[src/rtl/pll_drp_reconfig_if.sv]
// DRP bus plus PLL reset/lock pins between the reconfiguration sequencer (master)
// and the pll core (slave).
interface pll_drp_reconfig_if;
    logic [6:0]  daddr;
    logic [15:0] di;
    logic        den;
    logic        dwe;
    logic [15:0] dout;
    logic        drdy;
    logic        pll_rst;
    logic        locked;

    modport master (
        output daddr, di, den, dwe, pll_rst,
        input  dout, drdy, locked
    );

    modport slave (
        input  daddr, di, den, dwe, pll_rst,
        output dout, drdy, locked
    );
endinterface

[src/rtl/pll_drp_reconfig.sv]
// DRP reconfiguration sequencer: holds the pll in reset, read-modify-writes a table of
// (address, keep-mask, data) entries over DRP, releases reset and waits for LOCKED.
module pll_drp_reconfig #(
    parameter int DEPTH        = 8,
    parameter int IDX_W        = 3,
    parameter int RST_CYCLES   = 4,
    parameter int DRDY_TIMEOUT = 64,
    parameter int LOCK_TIMEOUT = 65535
) (
    input  logic               clk,
    input  logic               rst,
    input  logic               start,
    input  logic [IDX_W:0]     num_entries,
    input  logic               tbl_we,
    input  logic [IDX_W-1:0]   tbl_idx,
    input  logic [6:0]         tbl_addr,
    input  logic [15:0]        tbl_mask,
    input  logic [15:0]        tbl_data,
    output logic               busy,
    output logic               done,
    output logic               error,
    pll_drp_reconfig_if.master drp
);

    localparam int CNT_MAX_RD = (DRDY_TIMEOUT > RST_CYCLES) ? DRDY_TIMEOUT : RST_CYCLES;
    localparam int CNT_MAX    = (LOCK_TIMEOUT > CNT_MAX_RD) ? LOCK_TIMEOUT : CNT_MAX_RD;
    localparam int CNT_W      = $clog2(CNT_MAX + 1);

    localparam logic [CNT_W-1:0] RST_LAST    = CNT_W'(RST_CYCLES - 1);
    localparam logic [CNT_W-1:0] DRDY_LAST   = CNT_W'(DRDY_TIMEOUT - 1);
    localparam logic [CNT_W-1:0] LOCK_LAST   = CNT_W'(LOCK_TIMEOUT - 1);
    localparam logic [CNT_W-1:0] LOCK_IGNORE = CNT_W'(2);
    localparam logic [CNT_W-1:0] CNT_ONE     = CNT_W'(1);
    localparam logic [IDX_W:0]   DEPTH_N     = (IDX_W + 1)'(DEPTH);
    localparam logic [IDX_W:0]   IDX_ONE     = (IDX_W + 1)'(1);

    typedef enum logic [2:0] {
        S_IDLE,
        S_HOLD_RST,
        S_RD_REQ,
        S_RD_WAIT,
        S_WR_REQ,
        S_WR_WAIT,
        S_WAIT_LOCK
    } state_t;

    typedef struct packed {
        logic [6:0]  addr;
        logic [15:0] mask;
        logic [15:0] data;
    } entry_t;

    entry_t           table_mem [DEPTH];
    entry_t           cur;
    state_t           state, next_state;
    logic [CNT_W-1:0] cnt;
    logic [IDX_W:0]   n_q, idx, idx_inc;
    logic [IDX_W-1:0] sel_next;
    logic             low_seen;
    logic [6:0]       daddr_q;
    logic [15:0]      di_q;
    logic             pll_rst_q;

    logic accept, cnt_clr, rd_capture, step, release_rst, finish_ok, finish_err;

    assign idx_inc  = idx + IDX_ONE;
    assign cur      = table_mem[idx[IDX_W-1:0]];
    assign sel_next = step ? idx_inc[IDX_W-1:0] : idx[IDX_W-1:0];

    assign busy        = (state != S_IDLE);
    assign drp.den     = (state == S_RD_REQ) || (state == S_WR_REQ);
    assign drp.dwe     = (state == S_WR_REQ);
    assign drp.daddr   = daddr_q;
    assign drp.di      = di_q;
    assign drp.pll_rst = pll_rst_q;

    // NOTE: the table is plain storage with no reset so it maps onto distributed RAM;
    // its contents are undefined until written.
    always_ff @(posedge clk) begin
        if (tbl_we && state == S_IDLE && int'(tbl_idx) < DEPTH)
            table_mem[tbl_idx] <= {tbl_addr, tbl_mask, tbl_data};
    end

    // NOTE: every register here uses <= so all of them see the pre-edge values of each other.
    always_ff @(posedge clk or posedge rst) begin
        if (rst)
            state <= S_IDLE;
        else
            state <= next_state;
    end

    // NOTE: every output of this block is defaulted first so no path can infer a latch.
    always_comb begin
        next_state  = state;
        accept      = 1'b0;
        cnt_clr     = 1'b0;
        rd_capture  = 1'b0;
        step        = 1'b0;
        release_rst = 1'b0;
        finish_ok   = 1'b0;
        finish_err  = 1'b0;
        unique case (state)
            S_IDLE: begin
                // the DONE cycle is still IDLE, but a START there must not restart
                if (start && !done) begin
                    accept     = 1'b1;
                    cnt_clr    = 1'b1;
                    next_state = S_HOLD_RST;
                end
            end
            S_HOLD_RST: begin
                if (cnt == RST_LAST) begin
                    cnt_clr = 1'b1;
                    if (n_q != '0) begin
                        next_state = S_RD_REQ;
                    end else begin
                        release_rst = 1'b1;
                        next_state  = S_WAIT_LOCK;
                    end
                end
            end
            S_RD_REQ: begin
                cnt_clr    = 1'b1;
                next_state = S_RD_WAIT;
            end
            S_RD_WAIT: begin
                if (drp.drdy) begin
                    rd_capture = 1'b1;
                    next_state = S_WR_REQ;
                end else if (cnt == DRDY_LAST) begin
                    finish_err = 1'b1;
                    next_state = S_IDLE;
                end
            end
            S_WR_REQ: begin
                cnt_clr    = 1'b1;
                next_state = S_WR_WAIT;
            end
            S_WR_WAIT: begin
                if (drp.drdy) begin
                    step = 1'b1;
                    if (idx_inc == n_q) begin
                        release_rst = 1'b1;
                        cnt_clr     = 1'b1;
                        next_state  = S_WAIT_LOCK;
                    end else begin
                        next_state = S_RD_REQ;
                    end
                end else if (cnt == DRDY_LAST) begin
                    finish_err = 1'b1;
                    next_state = S_IDLE;
                end
            end
            S_WAIT_LOCK: begin
                // a LOCKED left over from before the reset took effect must not count
                if (drp.locked && (low_seen || cnt >= LOCK_IGNORE)) begin
                    finish_ok  = 1'b1;
                    next_state = S_IDLE;
                end else if (cnt == LOCK_LAST) begin
                    finish_err = 1'b1;
                    next_state = S_IDLE;
                end
            end
            default: next_state = S_IDLE;
        endcase
    end

    always_ff @(posedge clk or posedge rst) begin
        if (rst) begin
            cnt       <= '0;
            n_q       <= '0;
            idx       <= '0;
            low_seen  <= 1'b0;
            daddr_q   <= '0;
            di_q      <= '0;
            pll_rst_q <= 1'b0;
            done      <= 1'b0;
            error     <= 1'b0;
        end else begin
            done <= finish_ok | finish_err;

            if (cnt_clr)
                cnt <= '0;
            else if (state != S_IDLE)
                cnt <= cnt + CNT_ONE;

            if (accept) begin
                n_q       <= (num_entries > DEPTH_N) ? DEPTH_N : num_entries;
                idx       <= '0;
                error     <= 1'b0;
                pll_rst_q <= 1'b1;
            end

            if (finish_err) begin
                error     <= 1'b1;
                pll_rst_q <= 1'b0;
            end

            if (release_rst) begin
                pll_rst_q <= 1'b0;
                low_seen  <= 1'b0;
            end else if (state == S_WAIT_LOCK && !drp.locked) begin
                low_seen <= 1'b1;
            end

            if (step)
                idx <= idx_inc;

            if (next_state == S_RD_REQ)
                daddr_q <= table_mem[sel_next].addr;

            // merge: keep-mask bits come from the pll, the rest from the table entry
            if (rd_capture)
                di_q <= (drp.dout & cur.mask) | (cur.data & ~cur.mask);
        end
    end

endmodule

[src/flat_wrapper.sv]
// flat-port wrapper written by rule: the top's interface ports become plain ports
module pll_drp_reconfig_flat 
#(
    parameter int DEPTH        = 8,
    parameter int IDX_W        = 3,
    parameter int RST_CYCLES   = 4,
    parameter int DRDY_TIMEOUT = 64,
    parameter int LOCK_TIMEOUT = 65535
)
  (clk, rst, start, num_entries, tbl_we, tbl_idx, tbl_addr, tbl_mask, tbl_data, busy, done, error, drp_daddr, drp_di, drp_den, drp_dwe, drp_pll_rst, drp_dout, drp_drdy, drp_locked);
  pll_drp_reconfig_if drp_i ();
  input  logic clk;
  input  logic rst;
  input  logic start;
  input  logic [IDX_W:0] num_entries;
  input  logic tbl_we;
  input  logic [IDX_W-1:0] tbl_idx;
  input  logic [6:0] tbl_addr;
  input  logic [15:0] tbl_mask;
  input  logic [15:0] tbl_data;
  output logic busy;
  output logic done;
  output logic error;
  output wire logic [$bits(drp_i.daddr)-1:0] drp_daddr;
  output wire logic [$bits(drp_i.di)-1:0] drp_di;
  output wire logic [$bits(drp_i.den)-1:0] drp_den;
  output wire logic [$bits(drp_i.dwe)-1:0] drp_dwe;
  output wire logic [$bits(drp_i.pll_rst)-1:0] drp_pll_rst;
  input wire logic [$bits(drp_i.dout)-1:0] drp_dout;
  input wire logic [$bits(drp_i.drdy)-1:0] drp_drdy;
  input wire logic [$bits(drp_i.locked)-1:0] drp_locked;
  assign drp_daddr = drp_i.daddr;
  assign drp_di = drp_i.di;
  assign drp_den = drp_i.den;
  assign drp_dwe = drp_i.dwe;
  assign drp_pll_rst = drp_i.pll_rst;
  assign drp_i.dout = drp_dout;
  assign drp_i.drdy = drp_drdy;
  assign drp_i.locked = drp_locked;
  pll_drp_reconfig #(.DEPTH(DEPTH), .IDX_W(IDX_W), .RST_CYCLES(RST_CYCLES), .DRDY_TIMEOUT(DRDY_TIMEOUT), .LOCK_TIMEOUT(LOCK_TIMEOUT)) u_core (.clk(clk), .rst(rst), .start(start), .num_entries(num_entries), .tbl_we(tbl_we), .tbl_idx(tbl_idx), .tbl_addr(tbl_addr), .tbl_mask(tbl_mask), .tbl_data(tbl_data), .busy(busy), .done(done), .error(error), .drp(drp_i));
endmodule
[config.mk]
export PLATFORM = sky130hd
export DESIGN_NAME = pll_drp_reconfig_flat
export DESIGN_NICKNAME = d
export VERILOG_FILES = /design/src/rtl/pll_drp_reconfig_if.sv /design/src/rtl/pll_drp_reconfig.sv /design/src/flat_wrapper.sv
export SDC_FILE = /design/constraint.sdc
export NUM_CORES = 1
export LEC_CHECK = 0
export CAP_MARGIN = 0
export CORE_MARGIN = 8
export CORE_UTILIZATION = 50
export CTS_CLUSTER_SIZE = 14
export DETAILED_ROUTE_END_ITERATION = 8
export GPL_TIMING_DRIVEN = 0
export HOLD_SLACK_MARGIN = 0.03
export PLACE_DENSITY = 0.71
export SYNTH_ARGS = -nofsm -noshare
export SYNTH_HDL_FRONTEND = slang
export SYNTH_SLANG_ARGS = --single-unit
[constraint.sdc]
create_clock -name clk -period 5.45 [get_ports clk]
set_input_delay 1.09 -clock clk [delete_from_list [all_inputs] [get_ports clk]]
set_output_delay 1.09 -clock clk [all_outputs]
set_load 0.01 [all_outputs]
# --- After elaboration in Yosys (flattened, before gate mapping) ---
# Memories as Yosys holds them, arrays and structs flattened. A register that Yosys moved wholly into a read port is not among the register bits.
# Cells that the tools add are included.
classes:
  n_addsub: 2
  mul: 0
  div_mod_pow: 0
  magnitude_cmp: 2
  n_eq_ne: 11
  n_shift: 0
  n_mux: 44
  n_bitwise: 5
  n_reduce_logical: 18
op_table:
  columns: ["op", "count"]
  rows:
  - ["AND 16 bit", 2]
  - ["2-to-1 mux 16 bit", 2]
  - ["2-to-1 mux 3 bit", 10]
  - ["2-to-1 mux 1 bit", 25]
  - ["one-hot mux 3 bit (7 select lines)", 1]
  - ["adder 16 x 1 -> 16 bit (second input constant)", 1]
  - ["equality test 16 bit (second input constant)", 1]
  - ["equality test 16 x 2 -> 1 bit (second input constant)", 1]
  - ["equality test 16 x 6 -> 1 bit (second input constant)", 1]
  - [">= comparator 16 x 2 -> 1 bit (second input constant)", 1]
  - ["inverter 16 bit", 1]
  - ["bitwise OR 16 bit", 1]
  - ["2-to-1 mux 4 bit", 3]
  - ["equality test 3 x 2 -> 1 bit (second input constant)", 3]
  - ["equality test 3 bit (second input constant)", 3]
  - ["nonzero test 2 bit", 4]
  - ["nonzero test 3 bit", 2]
  - ["adder 4 x 1 -> 4 bit (second input constant)", 1]
  - ["equality test 4 bit", 1]
  - ["> comparator 4 bit (second input constant)", 1]
  - ["logical AND 1 bit", 4]
  - ["one-hot mux 1 bit (2 select lines)", 2]
  - ["one-hot mux 1 bit (4 select lines)", 1]
  - ["nonzero test 4 bit", 1]
  - ["other kinds (6)", 9]
word_totals:
  ff_bits: 47
  latch_bits: 0
  ramBits: 312
  mem_bits_ro: 0
  inputBits: 68
  out_inout_bits: 29
  elab_cells: 92
  n_memories: 1
mem_list:
  columns: ["name", "words", "word_bits", "rd", "rd_clocked_by_memory_dff", "write_ports", "line_no", "source"]
  rows:
  - ["u_core.table_mem", 8, 39, 2, 1, 1, "pll_drp_reconfig.sv:53", "entry_t table_mem [DEPTH];"]

# --- Depth between registers and ports, before layout ---
logic_depth:
  word_depth: 7
  mapped_depth: 11
  depth_no_buf: 7

# --- Least setup slack after synthesis ---
# No wires, ideal clock.
synth_timing:
  path_type: "input to register"
  startpoint: "input port tbl_idx[0]"
  endpoint: "memory u_core.table_mem[0][0] (netlist name), enable pin"
  setup_ns: 0.484
  t_arrival_ns: 3.987
  required_ns: 4.966
  slack_ns: 0.979
  stages: 2
  path_buffers: 0
  cell_sequence: "nand3b_1 > nor3_1"
synth_lines:
  columns: ["item", "line_no", "source"]
  rows:
  - ["from (decl)", "flat_wrapper.sv:17", "input logic [IDX_W-1:0] tbl_idx;"]
  - ["to (decl)", "pll_drp_reconfig.sv:53", null]
# Straight into the memory's write port.

# --- Worst setup path in the final report ---
layout_timing:
  startpoint: "register u_core.idx[0]"
  endpoint: "register u_core.daddr_q[6], in the netlist u_core.drp.daddr[6] (read register of u_core.table_mem)"
layout_via:
  elab_chain_cells: 6
  elab_cells_between_ends: 7
  classes_between: "1 x add/sub; 2 x eq/ne; 4 x mux"
layout_rtl:
  columns: ["item", "line_no", "source"]
  rows:
  - ["from (decl)", "pll_drp_reconfig.sv:57", "logic [IDX_W:0] n_q, idx, idx_inc;"]
  - ["from (signal assigned)", "pll_drp_reconfig.sv:207", "idx <= idx_inc;"]
  - ["adder 4 x 1 -> 4 bit", "pll_drp_reconfig.sv:66", "assign idx_inc = idx + IDX_ONE;"]
  - ["equality test 4 bit", "pll_drp_reconfig.sv:142", "if (idx_inc == n_q) begin"]
  - ["2-to-1 mux 3 bit", "pll_drp_reconfig.sv:142", null]
  - ["2-to-1 mux 3 bit", "pll_drp_reconfig.sv:140", "if (drp.drdy) begin"]
  - ["one-hot mux 3 bit (7 select lines)", "pll_drp_reconfig.sv:102", "unique case (state)"]
  - ["equality test 3 x 2 -> 1 bit", "pll_drp_reconfig.sv:209", "if (next_state == S_RD_REQ)"]
  - ["to (decl)", "pll_drp_reconfig.sv:60", "logic [6:0] daddr_q;"]
# Parallel ways exist; a longest one is shown, timed or not.
# A chain may end at the register's enable or synchronous reset.

==> results.cfg <==
[sta]
setup_tns_ps = 0
slew_violations = 0
max_slew_margin_pct = 12.0
setup_violations = 0
fmax_ghz = 0.266
rsz0062_at_grt = false
period_needed_ps = 3760
hold-worst-slack_ps = 477
setup_ws_ps = 1690
worstMarginPinSlew_ps = 1320
hold_viol = 0
finalCritPeriodShare_pct = 68.9
fin_skew_ps = 19.3

[critical_path]
reg2reg_slack_ps = 1690
worstPathCellList = buf_2 > buf_2 > buf_2 > inv_1 > ha_1 > clkbuf_1 > nor3b_1 > a22o_1 > o31ai_4
endpoint_kind = register
cpPeakStageDelay_ps = 1100
arrival_ps = 4140
crit_type = register to register
cpMaxStageDelayCell = nor3b_1
start_kind = register
cp_max_fo = 10
critPathRequiredTime_ps = 5830
cp_top_family = buffers and inverters
worst_path_most_repeated_cell = buf_2
crit_buf_inv = 5

[yosys]
synth_area_per_cell_um2 = 18.0
synth_common_cells = edfxtp_1, mux4_2, dfrtp_1, nand2_1, mux2i_1
synth.net_count = 896
ys_types = 55
yosysWarnings = 0
synth_top_area_share_pct = 63.3
yosysTopAreaCell = edfxtp_1
synthArstFlopShare_pct = 14.8
yosysSeqAreaShare_pct = 72.4
synth_area_leaders = edfxtp_1, mux4_2, dfrtp_1, mux2i_1, nand2_1
synth_most_common_cell = edfxtp_1
syn_area_um2 = 14800
synth_edf_count = 312
synthFlopType = edfxtp_1
synth-seq-cells = 366
synthCells = 824

[grt]
grt_antenna_before_repair = 1
grt_pass1_wl_um = 50700
track_usage_pct = 19.0
gr-total-overflow = 0
grt_pass1_vias = 8466
grt_max_degree = 37

[floorplanning]
pin_count = 97
fp.dieW_um = 188
core_area_um2 = 29400
rows = 63
die_y_um = 188
dieArea_um2 = 35400
start_util_pct = 50.3

[cells_and_area]
fillers = 2114
final_cell_area_um2 = 17800
synthToLayoutAreaGrowth_pct = 20.5
final_util_pct = 60.6
stdcell_count = 1398
layout-drive-gt1-share_pct = 20.1
final_nets = 1050

[routing]
routedWlPerCell_um = 24.1
routed_wl_um = 33600
via_count = 8082
dr.pass1.iters = 7
drc = 0
drtIter0Drc = 675
vias_per_cell = 5.78
ant_nets = 0

[status]
outcome = finished, final reports clean

[clock_tree]
cts_root_buf = clkbuf_16
clock-sinks = 366
cts_resized = 0
cts_tree = built
clk_latency_ps = 520
cts_max_level = 2
cts_buffers = 38
cts.clk_slew.worst_paths_ps = 60
clk_path_buf_depth = 3
ctsHoldBuffers = 0
cts_setup_buffers = 0

[power_and_ir_drop]
ir_drop_uv = 251
finalPower_mw = 7.71
p_per_area_nw_per_um2 = 432
p_leak_nw = 6.07

[place]
hpwl_um = 21400
place_congestion = 0.831
place_inst = 1328
portBuffers = 96
dpl_worst_slack_ps = 1210
placed_cell_area_um2 = 16600

[flow_run]
cap_violations = 0

[min_path]
min_path_type = register to register
## layout by cell type (no fill, tap or decap), drive strengths merged, types with 2 or more instances in the layout
cell / synthesis / layout
a211o: 2 / 2
a22o: 15 / 15
buf: 23 / 41
bufinv: 0 / 4
clkbuf: 14 / 68
clkdlybuf4s50: 0 / 96
clkinv: 0 / 8
clkinvlp: 0 / 2
dfrtp: 54 / 54
edfxtp: 312 / 312
ha: 4 / 4
inv: 11 / 12
mux2: 17 / 17
mux2i: 45 / 45
mux4: 64 / 64
nand2: 54 / 54
nand2b: 21 / 21
nand3: 9 / 9
nand3b: 2 / 2
nand4: 6 / 6
nor2: 42 / 42
nor2b: 2 / 2
nor3: 15 / 15
nor3b: 4 / 4
nor4: 14 / 14
o21a: 2 / 2
o21ai: 38 / 38
o31ai: 14 / 14
or3: 2 / 2
or4: 2 / 2
xnor2: 16 / 16
xor2: 4 / 4
## layout make-up
cell class	count	area (um2)	share of cell area, %
clock inverter	15	184	1.03
buffer	37	189	1.06
multi-input combinational	410	3900	21.9
sequential	366	10700	60.1
antenna	1	2.50	0.0140
inverter	11	41.3	0.232
timing repair buffer	114	1240	6.96
clock buffer	54	1060	5.96
tap	390	488	2.74
## routing by layer
layer,wire [um],GRT usage [%]
met5,0,0
met4,869,6.30
met3,2050,3.70
met2,16700,31.5
met1,14000,24.8
## state kept, by name, summed over array words and instances (netlist names)
name,flops
u_core.cnt,16
u_core.done,1
u_core.drp.daddr,7
u_core.drp.di,16
u_core.drp.pll_rst,1
u_core.error,1
u_core.idx,4
u_core.low_seen,1
u_core.n_q,4
u_core.state,3
u_core.table_mem,312
## cells by family after synthesis
family          share of synthesized area [%]
simple gates                             6.35
buf+inv                                  1.56
mux                                      14.1
flops                                    72.4
xor+xnor                                 1.34
compound gates                           3.90
fa+ha+maj                               0.338
## report_power, final
group / switching, mW / internal [mW] / total, mW / leakage [nW]
Sequential: 0.114 / 3.22 / 3.34 / 3.51
Combinational: 0.939 / 0.870 / 1.81 / 1.96
Clock: 1.01 / 1.55 / 2.56 / 0.602
## tightest hold or removal path: cells and delay by family, from the launching register on
kind,cells,cell delay [ps]
DFF,1,340
and+or+nand+nor,2,100
## final timing paths
check / from / end / depth (start not counted)
hold / removal: u_core.error / u_core.error / 2
setup reg to reg: u_core.idx[0] / u_core.drp.daddr[6] / 9
max in group asynchronous: rst / u_core.drp.di[14] / 3
hold reg to reg: u_core.error / u_core.error / 2
min in group asynchronous: rst / u_core.drp.di[7] / 2
setup / recovery: u_core.idx[0] / u_core.drp.daddr[6] / 9
No activity file was read; power rests on OpenSTA's default activity.
